[config.mk]
export PLATFORM = sky130hd
export DESIGN_NAME = seq_detect_prog
export DESIGN_NICKNAME = d
export VERILOG_FILES = /design/src/rtl/seq_detect_prog.sv
export SDC_FILE = /design/constraint.sdc
export NUM_CORES = 1
export LEC_CHECK = 0
export CORE_MARGIN = 1.5
export CORE_UTILIZATION = 45
export CTS_CLUSTER_DIAMETER = 150
export CTS_CLUSTER_SIZE = 24
export DETAILED_ROUTE_END_ITERATION = 10
export GPL_TIMING_DRIVEN = 0
export MAX_ROUTING_LAYER = met4
export PLACE_DENSITY = 0.73
export SETUP_SLACK_MARGIN = 0.3
export SYNTH_ARGS = -nofsm -noshare
export SYNTH_HDL_FRONTEND = slang
export SYNTH_SLANG_ARGS = --single-unit
[constraint.sdc]
create_clock -name clk -period 1.91 [get_ports clk]
set_input_delay 0.2865 -clock clk [delete_from_list [all_inputs] [get_ports clk]]
set_output_delay 0.2865 -clock clk [all_outputs]
set_load 0.05 [all_outputs]
[src/rtl/seq_detect_prog.sv]
// seq_detect_prog: run-time programmable serial sequence detector with
// selectable overlap policy, Mealy/Moore output and a saturating match counter.
module seq_detect_prog #(
  parameter int MAX_LEN = 8,
  parameter int LEN_W = 4,
  parameter int CNT_W = 8,
  parameter bit MOORE = 1'b0
) (
  input  logic clk,
  input  logic reset,
  input  logic cfg_load,
  input  logic [MAX_LEN-1:0] pattern,
  input  logic [LEN_W-1:0] pat_len,
  input  logic overlap,
  input  logic en,
  input  logic din,
  output logic dout,
  output logic [LEN_W-1:0] progress,
  output logic [CNT_W-1:0] match_count,
  output logic err_cfg
);
  localparam logic [LEN_W-1:0] MAX_L = LEN_W'(MAX_LEN);
  logic [MAX_LEN-1:0] pat_q, pat_d, cand, mask;
  logic [MAX_LEN-2:0] hist_q, hist_d;
  logic [LEN_W-1:0] len_q, len_d, fill_q, fill_d, fill_n;
  logic [CNT_W-1:0] cnt_q, cnt_d;
  logic ovl_q, ovl_d, dout_q, dout_d, err_q, err_d, hit, restart;
  genvar i;
  for (i = 0; i < MAX_LEN; i++) begin : g_mask
    assign mask[i] = len_q > LEN_W'(i);
  end
  // fill never exceeds len, so saturation is a simple equality test
  always_comb begin
    cand = {hist_q, din};
    fill_n = (fill_q == len_q) ? len_q : fill_q + LEN_W'(1);
    hit = en && len_q != '0 && fill_n == len_q && ((cand ^ pat_q) & mask) == '0;
    restart = hit && !ovl_q;
    pat_d = cfg_load ? pattern : pat_q;
    len_d = cfg_load ? ((pat_len > MAX_L) ? MAX_L : pat_len) : len_q;
    ovl_d = cfg_load ? overlap : ovl_q;
    err_d = cfg_load ? (pat_len == '0 || pat_len > MAX_L) : err_q;
    hist_d = (cfg_load || restart) ? '0 : en ? cand[MAX_LEN-2:0] : hist_q;
    fill_d = (cfg_load || restart) ? '0 : en ? fill_n : fill_q;
    cnt_d = cfg_load ? '0 : (hit && !(&cnt_q)) ? cnt_q + CNT_W'(1) : cnt_q;
    dout_d = !cfg_load && hit;
  end
  always_ff @(posedge clk) begin
    if (reset) begin
      pat_q <= '0;
      len_q <= '0;
      ovl_q <= 1'b0;
      err_q <= 1'b0;
      hist_q <= '0;
      fill_q <= '0;
      cnt_q <= '0;
      dout_q <= 1'b0;
    end else begin
      pat_q <= pat_d;
      len_q <= len_d;
      ovl_q <= ovl_d;
      err_q <= err_d;
      hist_q <= hist_d;
      fill_q <= fill_d;
      cnt_q <= cnt_d;
      dout_q <= dout_d;
    end
  end
  assign dout = MOORE ? dout_q : hit;
  assign progress = fill_q;
  assign match_count = cnt_q;
  assign err_cfg = err_q;
endmodule

# Word level (Yosys, flattened, before mapping)
# Cells that the tools add are included.
# totals
reg_bits,33
input_bits,18
output_inout_bits,14
elab_cells,39
# op_classes
addsub,2
n_lt_le_gt_ge,9
n_eq_ne,2
muxes,2
bitwise_logic,2
n_reduce_logical,15
# ops
operator,count
"> comparator 4 x 3 -> 1 bit, second input constant",4
"adder 8 x 1 -> 8 bit, second input constant",1
AND 8 bit,1
== test 4 bit,2
"> comparator 4 x 1 -> 1 bit, second input constant",2
"> comparator 4 x 2 -> 1 bit, second input constant",2
logical NOT 8 bit,1
2-to-1 mux 4 bit,2
AND reduction 8 bit,1
bitwise XOR 8 bit,1
logical AND 1 bit,5
"adder 4 x 1 -> 4 bit, second input constant",1
"> comparator 4 bit, second input constant",1
logical NOT 4 bit,1
nonzero test 4 bit,1
OR reduction 2 bit,2
logical NOT 1 bit,2
logical OR 1 bit,2

# Longest topological paths before layout
# depth
ltp_word,8
mapped_depth,10
mapped_depth_nobuf,8

# Least setup slack after synthesis
# OpenSTA, ideal clock, no wires.
# synth_timing
path_kind,reg2reg
start,"reg fill_q[0], in the netlist progress[0]"
end,"reg cnt_q[6], in the netlist match_count[6]"
setup_time_ns,0.126
t_arrival_ns,2.234
required_ns,1.784
setup_slack_ns,-0.450
stages_incl_launch_ff,9
n_path_buf,0
period_less_slack_ns,2.360
cell_sequence,dfxtp_1 ha_1 xor2_1 nor2_1 o22a_1 nand4_2 inv_1 and4b_1 nor3_1
# synth_via
elab_chain_cells,6
word_cells_on_any_way,7
classes_between,add/sub (1); eq/ne (2); mux (1); reduce/logical (3)
# synth_lines
element,line,rtl
from (decl),25,"logic [LEN_W-1:0] len_q, len_d, fill_q, fill_d, fill_n;"
from (signal assigned),63,fill_q <= fill_d;
adder 4 x 1 -> 4 bit or == test 4 bit (tied branches),35,fill_n = (fill_q == len_q) ? len_q : fill_q + LEN_W'(1);
2-to-1 mux 4 bit *,35,
== test 4 bit *,36,hit = en && len_q != '0 && fill_n == len_q && ((cand ^ pat_q) & mask) == '0;
logical AND 1 bit * (2 in a row),36,
named net dout,17,"output logic dout,"
logical AND 1 bit *,44,cnt_d = cfg_load ? '0 : (hit && !(&cnt_q)) ? cnt_q + CNT_W'(1) : cnt_q;
to (signal assigned),64,cnt_q <= cnt_d;
to (decl),26,"logic [CNT_W-1:0] cnt_q, cnt_d;"
# Mark *: on every way through the listed nets, which the timed path passes. The rest lies on a longest branch.
# A chain may end at the register's enable or synchronous reset.

# Worst setup path after layout
# layout_timing
start,reg len_q[2]
end,out dout
# layout_via
elab_chain_cells,5
word_cells_on_any_way,17
classes_between,order compare (8); eq/ne (2); mux (1); bitwise (1); reduce/logical (5)
# layout_lines
element,line,rtl
from (decl),25,
from (signal assigned),59,len_q <= len_d;
branches (longest 4 deep; another with > comparator 4 x 1 -> 1 bit),n/a,
logical AND 1 bit *,36,
to (decl),17,
# Every way passes the cells marked *.

==> impl_results.md <==
* Outcome: finished with violations
* Failing checks: negative setup slack
* I/O pin count at 32
* Crit path time final at between 2 and 2.5 ns
* Pre-CTS setup slack at -0.955 ns
* Total CTS buffers at 5
* Die Y-Extent at about 64 um
* Die footprint at ~0.0041 mm2
* Clock skew at roughly 0.0046 ns
* Routed Antenna Nets at 0
* Register bit total from synthesis at 33
* Starting DRC count in detailed routing at 102
* Drt first pass iters at 4
* Synth warn at 0
* Register area share after synthesis at 0.391
* Max Cap Viol at 0
* Post-DP HPWL at between 2000 and 3000 um
* Fin crit share at 1.12
* Clock transition at path regs at approximately 0.07 ns
* CTS tree: built
* Post-synthesis net count at just over 200
* Most frequent cells in the layout: nor2_1 (27), mux2i_1 (20), dfxtp_1 (19), dlygate4sd2_1 (15), clkdlybuf4s50_1 (14)
* # DRC at 0
* Ant. Diodes at 0
* Final core utilization at 0.689
* Final Max Slew Viols at 0
* Port bufs at 30
* H-tree levels at 2
* Most common cell after layout, fill and taps aside: nor2_1
* Overall Power at roughly 1.6 mW
* Post-Syn Area at between 0.0015 and 0.002 mm2
* Highest Clock Rate at 467 MHz
* Share of cells above drive strength 1 at 0.319
* Global placer's final weighted congestion at 0.795
* Root Driver: clkbuf_8
* CTS sink cnt at 33
* Synthesized instance count at approximately 190
* Worst-Skew Late Latency at roughly 0.29 ns
* Peak supply drop at about 0.49 mV
* Vias in the first global route at ~1500
* All-Layer GR Usage at 0.224
* Final setup fails at 19
* Grt ovf at 0
* Chip width at roughly 64 um
* Distinct cells, synth at 42
* Actual slew at the worst max-slew pin at ~0.64 ns
* Global-route wire length before repair at just under 7000 um
* CTS max path bufs at 2
* Final Hold Viols at 0
* WL/cell at ~15 um
* RSZ-0062 raised after global routing: true
* Largest net degree at the start of global routing at 11
* Final WL at 4260 um
* CP cell instances: buf_12 -> a31oi_4 -> nor2_4 -> a2111oi_4 -> nand4_4 -> clkinvlp_4 -> buf_8
* Hold WC Path Type: input pin to flop
* Via density at around 5.4
* Cell row count at 22
* Worst EP arrival at between 1.5 and 2 ns
* Max incr delay on CP at between 0.3 and 0.4 ns
* CP max FO at 6
* Cell area after layout at about 0.0025 mm2
* Avg Inst Size Synth at 9.09 um2
* Leak at approximately 1 nW
* Startpoint Class: flop
* Power Density at approximately 650 mW/mm2
* Critical path class: flop to output port
* R2R Setup Slk at -0.22 ns
* Initial Util at 0.466
* WP data required at roughly 1.6 ns
* Slew HR at 0.572
* Nets@finish at roughly 250
* Core outline area at between 0.003 and 0.004 mm2
* Cell Area, Placed at between 0.002 and 0.0025 mm2
* Area grow syn2layout at 47.9%
* Nature of the critical path endpoint: output port
* Critical-path top delay cell: a2111oi_4
* Routed vias at around 1500
* Fin worst setup slack at -0.233 ns
* Setup TNS at -2.85 ns
* Initial antenna violation count at 0
==> timing repair <==
action	4_1_cts	5_1_grt
setup endpoints to repair	42	20
pin swaps	5	8
gates cloned	1	0
setup buffers	7	3
resized for setup	46	24
hold buffers	0	0
==> sequential cells by signal, indices dropped and copies added, names as in the netlist <==
signal,count
pat_q,8
len_q,4
progress,4
match_count,8
err_cfg,1
ovl_q,1
hist_q,7
==> stage by stage <==
stage	std cells	hold slack [ns]
final	283	0.319
after global placement	264	0.460
after global routing	283	0.346
after CTS	280	0.333
after detailed placement	264	0.482
after floorplan	186	0.426
==> kinds of logic (layout without fill, tap and decap cells) <==
| kind of cell | count (synthesis) | in the layout | synth area share |
|---|---|---|---|
| adder cells (fa/ha/maj) | 2 | 2 | 0.0148 |
| buffers and inverters | 15 | 64 | 0.0518 |
| XOR/XNOR | 16 | 16 | 0.0917 |
| AND/OR/NAND/NOR | 65 | 65 | 0.199 |
| flip-flops | 33 | 33 | 0.391 |
| multiplexers | 20 | 20 | 0.118 |
| AO/OA/AOI/OAI | 35 | 35 | 0.134 |
==> cell type report <==
type | instances | area [um2]
Multi-Input combinational cell | 138 | 1150
Fill cell | 301 | 1130
Sequential cell | 33 | 691
Timing Repair Buffer | 41 | 377
Buffer | 13 | 115
Clock buffer | 7 | 96.3
Tap cell | 48 | 60.1
Inverter | 2 | 11.3
Clock inverter | 1 | 5.00
==> worst max-delay path, delay by kind of cell (launching register included) <==
family	cells	cell delay, ns
simple gates	2	0.23
buf+inv	3	0.41
flops	1	0.33
compound gates	2	0.58
==> final timing paths <==
check	startpoint	endpoint	cells past startpoint
worst max register to register	len_q[2]	match_count[3]	8
worst min register to register	match_count[5]	match_count[5]	2
worst min-delay path	reset	len_q[3]	2
worst max-delay path	len_q[2]	dout	7
==> synth_stat cells <==
cell type  number  area share
nor4_2          1      0.0074
o31ai_1         4       0.018
nor2_2          1      0.0037
buf_4           2      0.0089
and4b_1         1      0.0059
or2_0           1      0.0037
clkbuf_1        6       0.013
o22a_1          1      0.0052
a2111oi_2       1      0.0089
nand4_2         1      0.0074
or3_1           3       0.011
nor2_1         28       0.062
o21ai_0         7       0.021
or2_2           1      0.0037
nand3_1         3      0.0089
and3_1          4       0.015
xnor2_2         2       0.019
a211oi_1        2      0.0089
buf_1           1      0.0022
and4_1          1      0.0052
nor3_1          3      0.0089
dfxtp_1        33        0.39
ha_1            2       0.015
nand2b_1        2      0.0074
a21oi_1        11       0.033
a31oi_1         2      0.0074
a211o_2         1      0.0059
nand3b_1        2      0.0089
nand2_1         7       0.016
buf_2           1      0.0030
or4_1           3       0.013
mux2i_1        20        0.12
inv_1           2      0.0044
o311ai_1        1      0.0052
nor2b_1         3       0.011
a21o_1          1      0.0044
xor2_1          6       0.031
xnor2_1         8       0.041
o21ai_1         1      0.0030
buf_6           3       0.020
o41ai_1         1      0.0052
a22oi_1         2      0.0089
==> metal layers <==
metal / up-vias / routed length (um) / GRT usage
met1: 732 / 1810 / 0.264
met3: 8 / 172 / 0.0528
met2: 42 / 2200 / 0.372
met4: 0 / 80 / 0.0851
met5: - / 0 / -
li1: 752 / - / -
==> report_power, final <==
| part | internal (mW) | switching (mW) | leakage (nW) |
|---|---|---|---|
| Sequential | 0.705 | 0.0215 | 0.277 |
| Clock | 0.326 | 0.265 | 0.0542 |
| Combinational | 0.154 | 0.148 | 0.666 |
No activity file was read; power rests on OpenSTA's default activity.
